### config.mk
export PLATFORM = sky130hd
export DESIGN_NAME = fetch_unit
export DESIGN_NICKNAME = d
export VERILOG_FILES = /design/src/rtl/fetch_unit.sv
export SDC_FILE = /design/constraint.sdc
export NUM_CORES = 1
export LEC_CHECK = 0
export ABC_AREA = 0
export CORE_MARGIN = 2
export CORE_UTILIZATION = 56
export DETAILED_ROUTE_END_ITERATION = 7
export HOLD_SLACK_MARGIN = 0.03
export PLACE_DENSITY = 0.86
export SLEW_MARGIN = 20
export SYNTH_ARGS = -nofsm -noshare
export SYNTH_HDL_FRONTEND = slang
export SYNTH_SLANG_ARGS = --single-unit
### constraint.sdc
create_clock -name clk -period 3.1 [get_ports clk]
set_clock_uncertainty 0.15 [all_clocks]
set_input_delay 0.465 -clock clk [delete_from_list [all_inputs] [get_ports clk]]
set_output_delay 0.465 -clock clk [all_outputs]
set_load 0.005 [all_outputs]
### src/rtl/fetch_unit.sv
// Instruction fetch stage: owns the fetch PC, captures imem words into an in-order queue for decode.
// Optional performance counters are built in when FETCH_PERF_CNT_EN is defined.
module fetch_unit #(
    parameter int unsigned           PC_WIDTH    = 32,
    parameter int unsigned           INST_WIDTH  = 32,
    parameter logic [PC_WIDTH-1:0]   RESET_PC    = '0,
    parameter int unsigned           QUEUE_DEPTH = 4
) (
    input  logic                  clk,
    input  logic                  rst_n,
    output logic [PC_WIDTH-1:0]   imem_pc,
    input  logic [INST_WIDTH-1:0] imem_inst,
    input  logic                  redirect_valid,
    input  logic [PC_WIDTH-1:0]   redirect_pc,
    output logic                  out_valid,
    input  logic                  out_ready,
    output logic [INST_WIDTH-1:0] out_inst,
    output logic [PC_WIDTH-1:0]   out_pc,
    output logic                  misaligned
`ifdef FETCH_PERF_CNT_EN
    ,
    output logic [31:0]           perf_fetched,
    output logic [31:0]           perf_stall
`endif
);

    localparam int unsigned PTR_W = (QUEUE_DEPTH > 1) ? $clog2(QUEUE_DEPTH) : 1;
    localparam int unsigned CNT_W = PTR_W + 1;

    logic [PC_WIDTH-1:0]   fpc_q,   fpc_d;
    logic [PTR_W-1:0]      head_q,  head_d;
    logic [PTR_W-1:0]      tail_q,  tail_d;
    logic [CNT_W-1:0]      count_q, count_d;
    logic [PC_WIDTH-1:0]   pc_mem_q   [QUEUE_DEPTH];
    logic [INST_WIDTH-1:0] inst_mem_q [QUEUE_DEPTH];

    logic pop_c;
    logic push_c;
    logic full_c;

    // Outputs are decodes of state registers only, so they cannot glitch on input changes.
    assign imem_pc    = fpc_q;
    assign misaligned = |fpc_q[1:0];
    assign out_valid  = (count_q != '0);
    assign out_pc     = pc_mem_q[head_q];
    assign out_inst   = inst_mem_q[head_q];

    // Next-state: redirect beats everything; a full queue accepts a push only alongside a pop.
    always_comb begin
        full_c  = (count_q == CNT_W'(QUEUE_DEPTH));
        pop_c   = out_valid & out_ready;
        push_c  = !redirect_valid && !misaligned && (!full_c || pop_c);
        fpc_d   = fpc_q;
        head_d  = head_q;
        tail_d  = tail_q;
        count_d = count_q;
        if (redirect_valid) begin
            fpc_d   = redirect_pc;
            head_d  = '0;
            tail_d  = '0;
            count_d = '0;
        end else begin
            if (push_c) begin
                fpc_d  = fpc_q + PC_WIDTH'(4);
                tail_d = tail_q + PTR_W'(1);
            end
            if (pop_c) begin
                head_d = head_q + PTR_W'(1);
            end
            count_d = count_q + CNT_W'(push_c) - CNT_W'(pop_c);
        end
    end

    always_ff @(posedge clk or negedge rst_n) begin
        if (!rst_n) begin
            fpc_q   <= RESET_PC;
            head_q  <= '0;
            tail_q  <= '0;
            count_q <= '0;
        end else begin
            fpc_q   <= fpc_d;
            head_q  <= head_d;
            tail_q  <= tail_d;
            count_q <= count_d;
        end
    end

    // Queue storage; written at the tail on every push.
    always_ff @(posedge clk or negedge rst_n) begin
        if (!rst_n) begin
            for (int i = 0; i < int'(QUEUE_DEPTH); i++) begin
                pc_mem_q[i]   <= '0;
                inst_mem_q[i] <= '0;
            end
        end else if (push_c) begin
            pc_mem_q[tail_q]   <= fpc_q;
            inst_mem_q[tail_q] <= imem_inst;
        end
    end

`ifdef FETCH_PERF_CNT_EN
    logic [31:0] perf_fetched_q;
    logic [31:0] perf_stall_q;
    logic        stall_c;

    // A stall is a cycle lost only to a full queue with no draining pop.
    assign stall_c = !redirect_valid && !misaligned && full_c && !pop_c;

    always_ff @(posedge clk or negedge rst_n) begin
        if (!rst_n) begin
            perf_fetched_q <= '0;
            perf_stall_q   <= '0;
        end else begin
            if (push_c) begin
                perf_fetched_q <= perf_fetched_q + 32'd1;
            end
            if (stall_c) begin
                perf_stall_q <= perf_stall_q + 32'd1;
            end
        end
    end

    assign perf_fetched = perf_fetched_q;
    assign perf_stall   = perf_stall_q;
`endif

endmodule
==> results.py <==
metrics = {
    "global_route": {
        "busiest_layer": "met2",
        "overflow": 0,
        "antenna_found_initial": 1,
        "grt_util_all_layers_pct": 24.6,
        "use_met2_pct": 42.3,
        "grt_pass1_vias": 9040,
        "grt_max_degree": 88,
        "gr-usage-met1_pct": 32.9,
        "grt_pass1_wl_microns": 48100,
        "use_met3_pct": 3.59,
    },
    "critical_path": {
        "crit_fanout": 28,
        "crit_chain": "buf_12 > mux4_2 > clkdlybuf4s50_1",
        "cpMaxStageDelayCell": "mux4_2",
        "critPathCaptureType": "output port",
        "crit_family": "buffers and inverters",
        "critPathMaxStageDelay_ps": 530,
        "crit_type": "reg2out",
        "worstPathArrival_ps": 2370,
        "cp_num_buf_inv": 2,
        "crit_required_ps": 2480,
        "cp-start-kind": "register",
    },
    "synthesis": {
        "ys.flop_type": "dfrtp_1",
        "synth_area_leader_cell": "dfrtp_1",
        "ys_warn_count": 0,
        "ys_types": 44,
        "postSynthCellCount": 888,
        "synthesis.nets": 964,
        "yosysMostFrequentCell": "dfrtp_1",
        "syn_area_per_cell_sq_um": 14.9,
        "synth-edff-count": 0,
        "synth_area_leaders": "dfrtp_1 56%, mux2_1 19%, mux4_2 11%",
        "synth.top_cell.area_share_pct": 55.7,
        "async_reset_ff_share_pct": 100,
        "synth-seq-cells": 295,
        "synthTopCellsByCount": "295 x dfrtp_1, 224 x mux2_1, 64 x mux4_2",
        "syn-cell-area_sq_mm": 0.0133,
        "synth.yosys.seq_area_share_pct": 55.7,
    },
    "cts": {
        "cts_tree": "yes",
        "clkTransAtPathRegs_ps": 60,
        "insertion_delay_ps": 560,
        "cts_root_buffer": "clkbuf_16",
        "clockBufferDepth": 3,
        "htreeDepth": 1,
        "cts.sinks": 295,
        "numCtsBuffers": 31,
    },
    "power_and_ir_drop": {
        "p_leak_nw": 7.42,
        "vdd_drop_max_mv": 0.719,
        "p_per_area_mw_per_mm2": 825,
        "finalPower_mw": 13.7,
    },
    "timing": {
        "hold_viol": 0,
        "rsz0062_at_grt": "no",
        "worst_pin_slew_ps": 697,
        "timing.final.max_slew_violations": 0,
        "fin_crit_sh_pct": 96.1,
        "setup_viol": 0,
        "relSlewSlack_pct": 53.5,
        "max_freq_mhz": 336,
        "finalSetupTns_ps": 0,
        "timing.final.crit_period_ps": 2980,
    },
    "route": {
        "wl_per_cell_microns": 21.1,
        "routed-via-count": 8249,
        "detail_route.drc_violations": 0,
        "wirelength_microns": 29500,
        "viasPerCell": 5.89,
        "first_iter_violations": 443,
        "drtPass1Iterations": 4,
        "antenna_left": 0,
    },
    "cells_and_area": {
        "areaGrowthSynthToFinish_pct": 25.1,
        "fillers": 1530,
        "layout-drive-gt1-share_pct": 17.5,
        "multiInputGateArea_sq_mm": 0.00558,
        "seqCellArea_sq_mm": 0.00739,
        "layout.nets": 1137,
    },
    "place": {
        "io_buffers": 165,
        "gp_congestion": 0.800,
        "place_hpwl_microns": 19300,
    },
    "floorplanning": {
        "start_util_pct": 56.8,
        "rows": 56,
        "die_h_microns": 158,
        "top_level_ports": 166,
        "core_sq_mm": 0.0233,
        "chipWidth_microns": 158,
        "dieArea_sq_mm": 0.0249,
    },
    "hold_path": {
        "hold_class": "reg2reg",
    },
    "run": {
        "cap_violations": 0,
    },
    "outcome": {
        "outcome": "finished, final reports clean",
    },
}
==> kinds of logic after synthesis <==
group	after synthesis	synth area share, %
mux	316	32.3
flops	295	55.7
simple gates	132	5.48
buf+inv	73	2.44
compound gates	49	2.33
xor+xnor	15	0.991
fa+ha+maj	8	0.812
==> worst register-to-register path, delay by kind of cell, from the launching register on <==
kind            cells  cell delay, ps
simple gates        3            1660
flops               1             510
compound gates      1             190
fa+ha+maj           1             200
==> report_power, final <==
group	switching, mW	internal, mW	total (mW)	leakage, nW
sequential	0.680	4.98	5.66	3.78
clock	1.48	2.09	3.57	0.491
combinational	1.52	2.93	4.45	3.15
==> layout by cell type (no fill, tap or decap), drive strengths merged, types with 12 or more instances in the layout <==
master	netlist	routed
dfrtp	295	295
mux2	250	250
clkdlybuf4s50	0	164
mux4	64	64
clkbuf	26	43
buf	39	40
nand2	29	29
nor2	26	26
o21ai	16	16
or4	15	15
a31oi	15	15
o31ai	12	12
==> final cells by class <==
type / instances / share of cell area (%)
antenna: 1 / 0.0151
clock buffer: 43 / 5.43
clock inverter: 10 / 0.513
inverter: 8 / 0.181
multi-input combinational: 520 / 33.7
sequential: 295 / 44.5
tap: 319 / 2.41
timing repair buffer: 205 / 13.2
==> layer usage <==
layer / part of all wire (%) / vias to the layer above
met3: 4.0 / 54
met5: 0 / -
met1: 42 / 4366
li1: - / 3643
met4: 2.6 / 0
met2: 51 / 186
==> flip-flops by register name, indices dropped and copies added, names as in the netlist <==
register and cells:
count_q 3, imem_pc 32, pc_mem_q 128, inst_mem_q 128
head_q 2, tail_q 2
==> path summary, 6_finish.rpt <==
check	startpoint	to	slack, ps	cells after the start
worst max register to register	imem_pc[3]$_DFFE_PN0N_	imem_pc[18]$_DFFE_PN0N_	300	5
worst min register to register	inst_mem_q[2]$_DFFE_PN0P_	inst_mem_q[2]$_DFFE_PN0P_	330	1
max in group asynchronous	rst_n	inst_mem_q[104]$_DFFE_PN0P_	1630	3
min in group asynchronous	rst_n	imem_pc[1]$_DFFE_PN0P_	360	2
worst max-delay path	head_q[0]$_DFFE_PN0P_	out_pc[1]	120	3
worst min-delay path	inst_mem_q[2]$_DFFE_PN0P_	inst_mem_q[2]$_DFFE_PN0P_	330	1
==> metrics by stage <==
stage               std cells  utilization, %  setup WS (ps)  hold WS (ps)  cell area, sq um
finish                   1401            71.1            119           333             16600
CTS                      1400            71.1           64.9           316             16600
floorplan                 888               -            552          19.4             13300
global placement         1344            66.7            168           314             15600
detailed placement       1344            66.7            104           315             15600
global route             1401            71.1           30.3           328             16600
==> timing repair <==
item	CTS	global route
hold buffers	1	0
setup buffers	2	0
hold endpoints to repair	79	0
endpoints found under the setup margin	42	0
gates resized for setup	0	0
Note: power is estimated with default switching activity, not from simulation.
==> edit 1: new RTL, same settings <==
Build with the macro `FETCH_PERF_CNT_EN` defined.
--- a/src/rtl/fetch_unit.sv
+++ b/src/rtl/fetch_unit.sv
@@ -1,5 +1,7 @@
 // Instruction fetch stage: owns the fetch PC, captures imem words into an in-order queue for decode.
 // Optional performance counters are built in when FETCH_PERF_CNT_EN is defined.
+`define FETCH_PERF_CNT_EN
+
 module fetch_unit #(
     parameter int unsigned           PC_WIDTH    = 32,
     parameter int unsigned           INST_WIDTH  = 32,
Behaviour (old outputs only; new: perf_fetched and perf_stall): no difference found for any inputs over 4 cycles, from zero or initial values and one cycle with rst_n low; that may be too few to reach the edited logic, so the function may still have changed.
==> edit 1 against the original RTL <==
Synthesized cell count is 27% higher. Cell area is 22% higher. Routed wire length is 27% higher. Critical endpoint is now out_pc[5]. Worst hold slack worse by 0.26 ns. Area after synthesis is 22% higher. Sequential cell count is 64 higher. Power is 16% higher. Critical path type unchanged. Setup slack better by 0.051 ns.
==> edit 1: results (changes against the original RTL) <==
* Share of the synthesized netlist area taken by xor and xnor gates: 4.57% (was 0.991%)
- The clock latency on the worst-skew pair was 0.52 ns (was 0.56 ns).
* Initial antenna violation count: 0 (was 1)
- The total of fill cells in the finished design came to 1,883 (was 1,530).
* Adder-cell share of the synthesized area: 0.823% (was 0.812%)
* Fraction of final layout cells with drive strength greater than 1: 30.5% (was 17.5%)
- Run status: finished clean (unchanged)
* Number of CTS-inserted buffers: 38 (was 31)
* Number of multi-input combinational cells: 688 (was 520)
- The internal power of the cells was 11.7 mW (was 10.0 mW).
- The gate count after technology mapping is 1,127 (was 888).
- Count of nets after finishing: 1,444 (was 1,137)
- Least-Margin Pin Slew: 0.835 ns (was 0.697 ns)
- The maximum fanout along the worst path is 19 (was 28).
- The data arrival at the endpoint of the critical path was 2.31 ns (was 2.37 ns).
* Portion of the post-synthesis area used by sequential elements: 55.8% (was 55.7%)
* Reg power frac: 41.3% (was 41.4%)
- The post-DP HPWL is 24.7 mm (was 19.3 mm).
- Destination of the worst hold path: count_q[1]$_DFF_PN0_ (was inst_mem_q[2]$_DFFE_PN0P_)
- The sequential power was 6.57 mW (was 5.66 mW).
- Leakage component of the power: 8.97 nW (was 7.42 nW)
- The detailed-routing wirelength on met1 came to 15.3 mm (was 12.4 mm).
* Wire length after detailed routing: 37.4 mm (was 29.5 mm)
- The routing usage on met3 was 5.68% (was 3.59%).
* Last weighted congestion value of the routability-driven placer: 0.857 (was 0.800)
* Distinct cell type count of the synthesized netlist: 51 (was 44)
-- edit 1: kinds of logic after synthesis --
| kind of cell | after synthesis |
|---|---|
| AOI/OAI and AO/OA | 41 |
| xor gates and xnor gates | 84 |
| adders and majority gates | 10 |
| buffers and inverters | 80 |
| DFF | 359 |
| muxes | 314 |
| and+or+nand+nor | 239 |
-- edit 1: how the worst max path moves through the flow --
stage                                from                    endpoint  slack, ns  cells after the start
floorplan                  redirect_valid        count_q[2]$_DFF_PN0_       0.33                     13
global placement                out_ready  perf_stall[28]$_DFFE_PN0P_       0.33                      6
detailed placement              out_ready  perf_stall[28]$_DFFE_PN0P_       0.25                      6
CTS                 head_q[0]$_DFFE_PN0P_                   out_pc[2]       0.13                      3
global route        head_q[0]$_DFFE_PN0P_                   out_pc[2]       0.06                      3
finish              head_q[0]$_DFFE_PN0P_                   out_pc[5]       0.17                      3
==> edit 2: new RTL, same flow settings <==
Made on the original files. `PC_WIDTH`: 32 -> 24.
--- a/src/rtl/fetch_unit.sv
+++ b/src/rtl/fetch_unit.sv
@@ -1,7 +1,7 @@
 // Instruction fetch stage: owns the fetch PC, captures imem words into an in-order queue for decode.
 // Optional performance counters are built in when FETCH_PERF_CNT_EN is defined.
 module fetch_unit #(
-    parameter int unsigned           PC_WIDTH    = 32,
+    parameter int unsigned           PC_WIDTH    = 24,
     parameter int unsigned           INST_WIDTH  = 32,
     parameter logic [PC_WIDTH-1:0]   RESET_PC    = '0,
     parameter int unsigned           QUEUE_DEPTH = 4
Ports: changed (resized imem_pc, out_pc and redirect_pc); port bits go from 166 to 142. No check against the original RTL was run, so the function may have changed too.
==> edit 2 against the original RTL <==
Via count fell by 18%. Fmax is 2.0% higher. Core utilization shrank 1.2 points. Routed wire length fell by 21%. Setup slack better by 0.059 ns. Power fell by 11%. Synthesized cell count shrank 17%. Area after synthesis fell by 13%. Critical path type unchanged. Cell area down 15%. Sequential cell count fell by 40.
==> edit 2: results (changes against the original RTL) <==
- Length in cells of the worst reg-to-reg path: 12 (was 5)
* Worst R2R Start: imem_pc[1]$_DFFE_PN0P_ (was imem_pc[3]$_DFFE_PN0N_)
* Number of global-route vias before repair: 7,298 (was 9,040)
- The maximum number of pins on one net before global-route repair is 85 (was 88).
* Mean area per synthesized cell: 15.5 sq um (was 14.9 sq um)
* Portion of the post-synthesis area used by sequential elements: 55.6% (was 55.7%)
- Biggest area contributors in the synthesized netlist: sky130_fd_sc_hd__dfrtp_1 (56%), sky130_fd_sc_hd__mux2_2 (19%), sky130_fd_sc_hd__mux4_2 (11%) (was sky130_fd_sc_hd__dfrtp_1 (56%), sky130_fd_sc_hd__mux2_1 (19%), sky130_fd_sc_hd__mux4_2 (11%))
- Clock buf/inv share: 6.29% (was 5.95%)
- Overall track demand over capacity in global routing: 22.4% (was 24.6%)
- The detailed-routing wirelength on met1 came to 10.4 mm (was 12.4 mm).
- The routing usage on met3 came to 3.39% (was 3.59%).
* Signal inverters: 10 (was 8)
- The global-route track usage on met1 came to 31.8% (was 32.9%).
- The internal power of the cells is 8.99 mW (was 10.0 mW).
- Worst Setup Slack, final: 0.179 ns (was 0.119 ns)
* Clock share of power: 26.4% (was 26.1%)
* Vias/cell: 5.79 (was 5.89)
* Run status: finished clean (unchanged)
* Iteration-0 DRC count of the detailed router: 271 (was 443)
- The total of fill cells in the finished design is 1,354 (was 1,530).
- The worst slew slack as a fraction of its limit is 55.5% (was 53.5%).
- The multi-input logic area is 4710 sq um (was 5580 sq um).
* Reg power frac: 40.4% (was 41.4%)
- The area occupied by registers came to 6390 sq um (was 7390 sq um).
* Arrival time of data at the critical path endpoint: 2.31 ns (was 2.37 ns)
* R2R Path End: count_q[2]$_DFF_PN0_ (was imem_pc[18]$_DFFE_PN0N_)
* Leakage component of the power: 6.26 nW (was 7.42 nW)
- The worst min-delay path startpoint was pc_mem_q[1]$_DFFE_PN0P_ (was inst_mem_q[2]$_DFFE_PN0P_).
- The maximum VDD drop is 0.627 mV (was 0.719 mV).
- The clock buffer count from CTS came to 26 (was 31).
- Met2 track demand over resource: 36.2% (was 42.3%)
* Clk_buf instances: 39 (was 43)
- The net count after synthesis is 808 (was 964).
* Wire length of the first global-routing pass: 38.7 mm (was 48.1 mm)
- Sum of met2 wire segment lengths after detailed routing: 11.4 mm (was 15.1 mm)
* Number of non-clock buffers in the layout: 164 (was 205)
- The antenna diode instance count came to 0 (was 1).
- Clk Latency, worst-skew pair: 0.52 ns (was 0.56 ns)
* Initial antenna violation count: 0 (was 1)
* Critical path capture point: out_inst[17] (was out_pc[1])
[edit 2: cell count changes in the layout (fill, tap and decap cells not counted), moves of 5 or more]
cell | before | now
sky130_fd_sc_hd__mux4_2 | 64 | 56
sky130_fd_sc_hd__dfrtp_1 | 293 | 253
sky130_fd_sc_hd__buf_4 | 20 | 11
sky130_fd_sc_hd__clkdlybuf4s50_1 | 164 | 140
sky130_fd_sc_hd__mux2_2 | 26 | 191
sky130_fd_sc_hd__nor2_1 | 26 | 18
sky130_fd_sc_hd__or4_1 | 15 | 5
sky130_fd_sc_hd__mux2_1 | 224 | 27
sky130_fd_sc_hd__buf_12 | 19 | 11
sky130_fd_sc_hd__nand2_1 | 25 | 19
sky130_fd_sc_hd__nand4_1 | 11 | 6
sky130_fd_sc_hd__o31ai_1 | 12 | 5
[edit 2: repair_timing]
item	CTS	global route
setup buffers	2	0
setup endpoints to repair	2	0
hold endpoints to repair	79	0
hold buffers	1	0
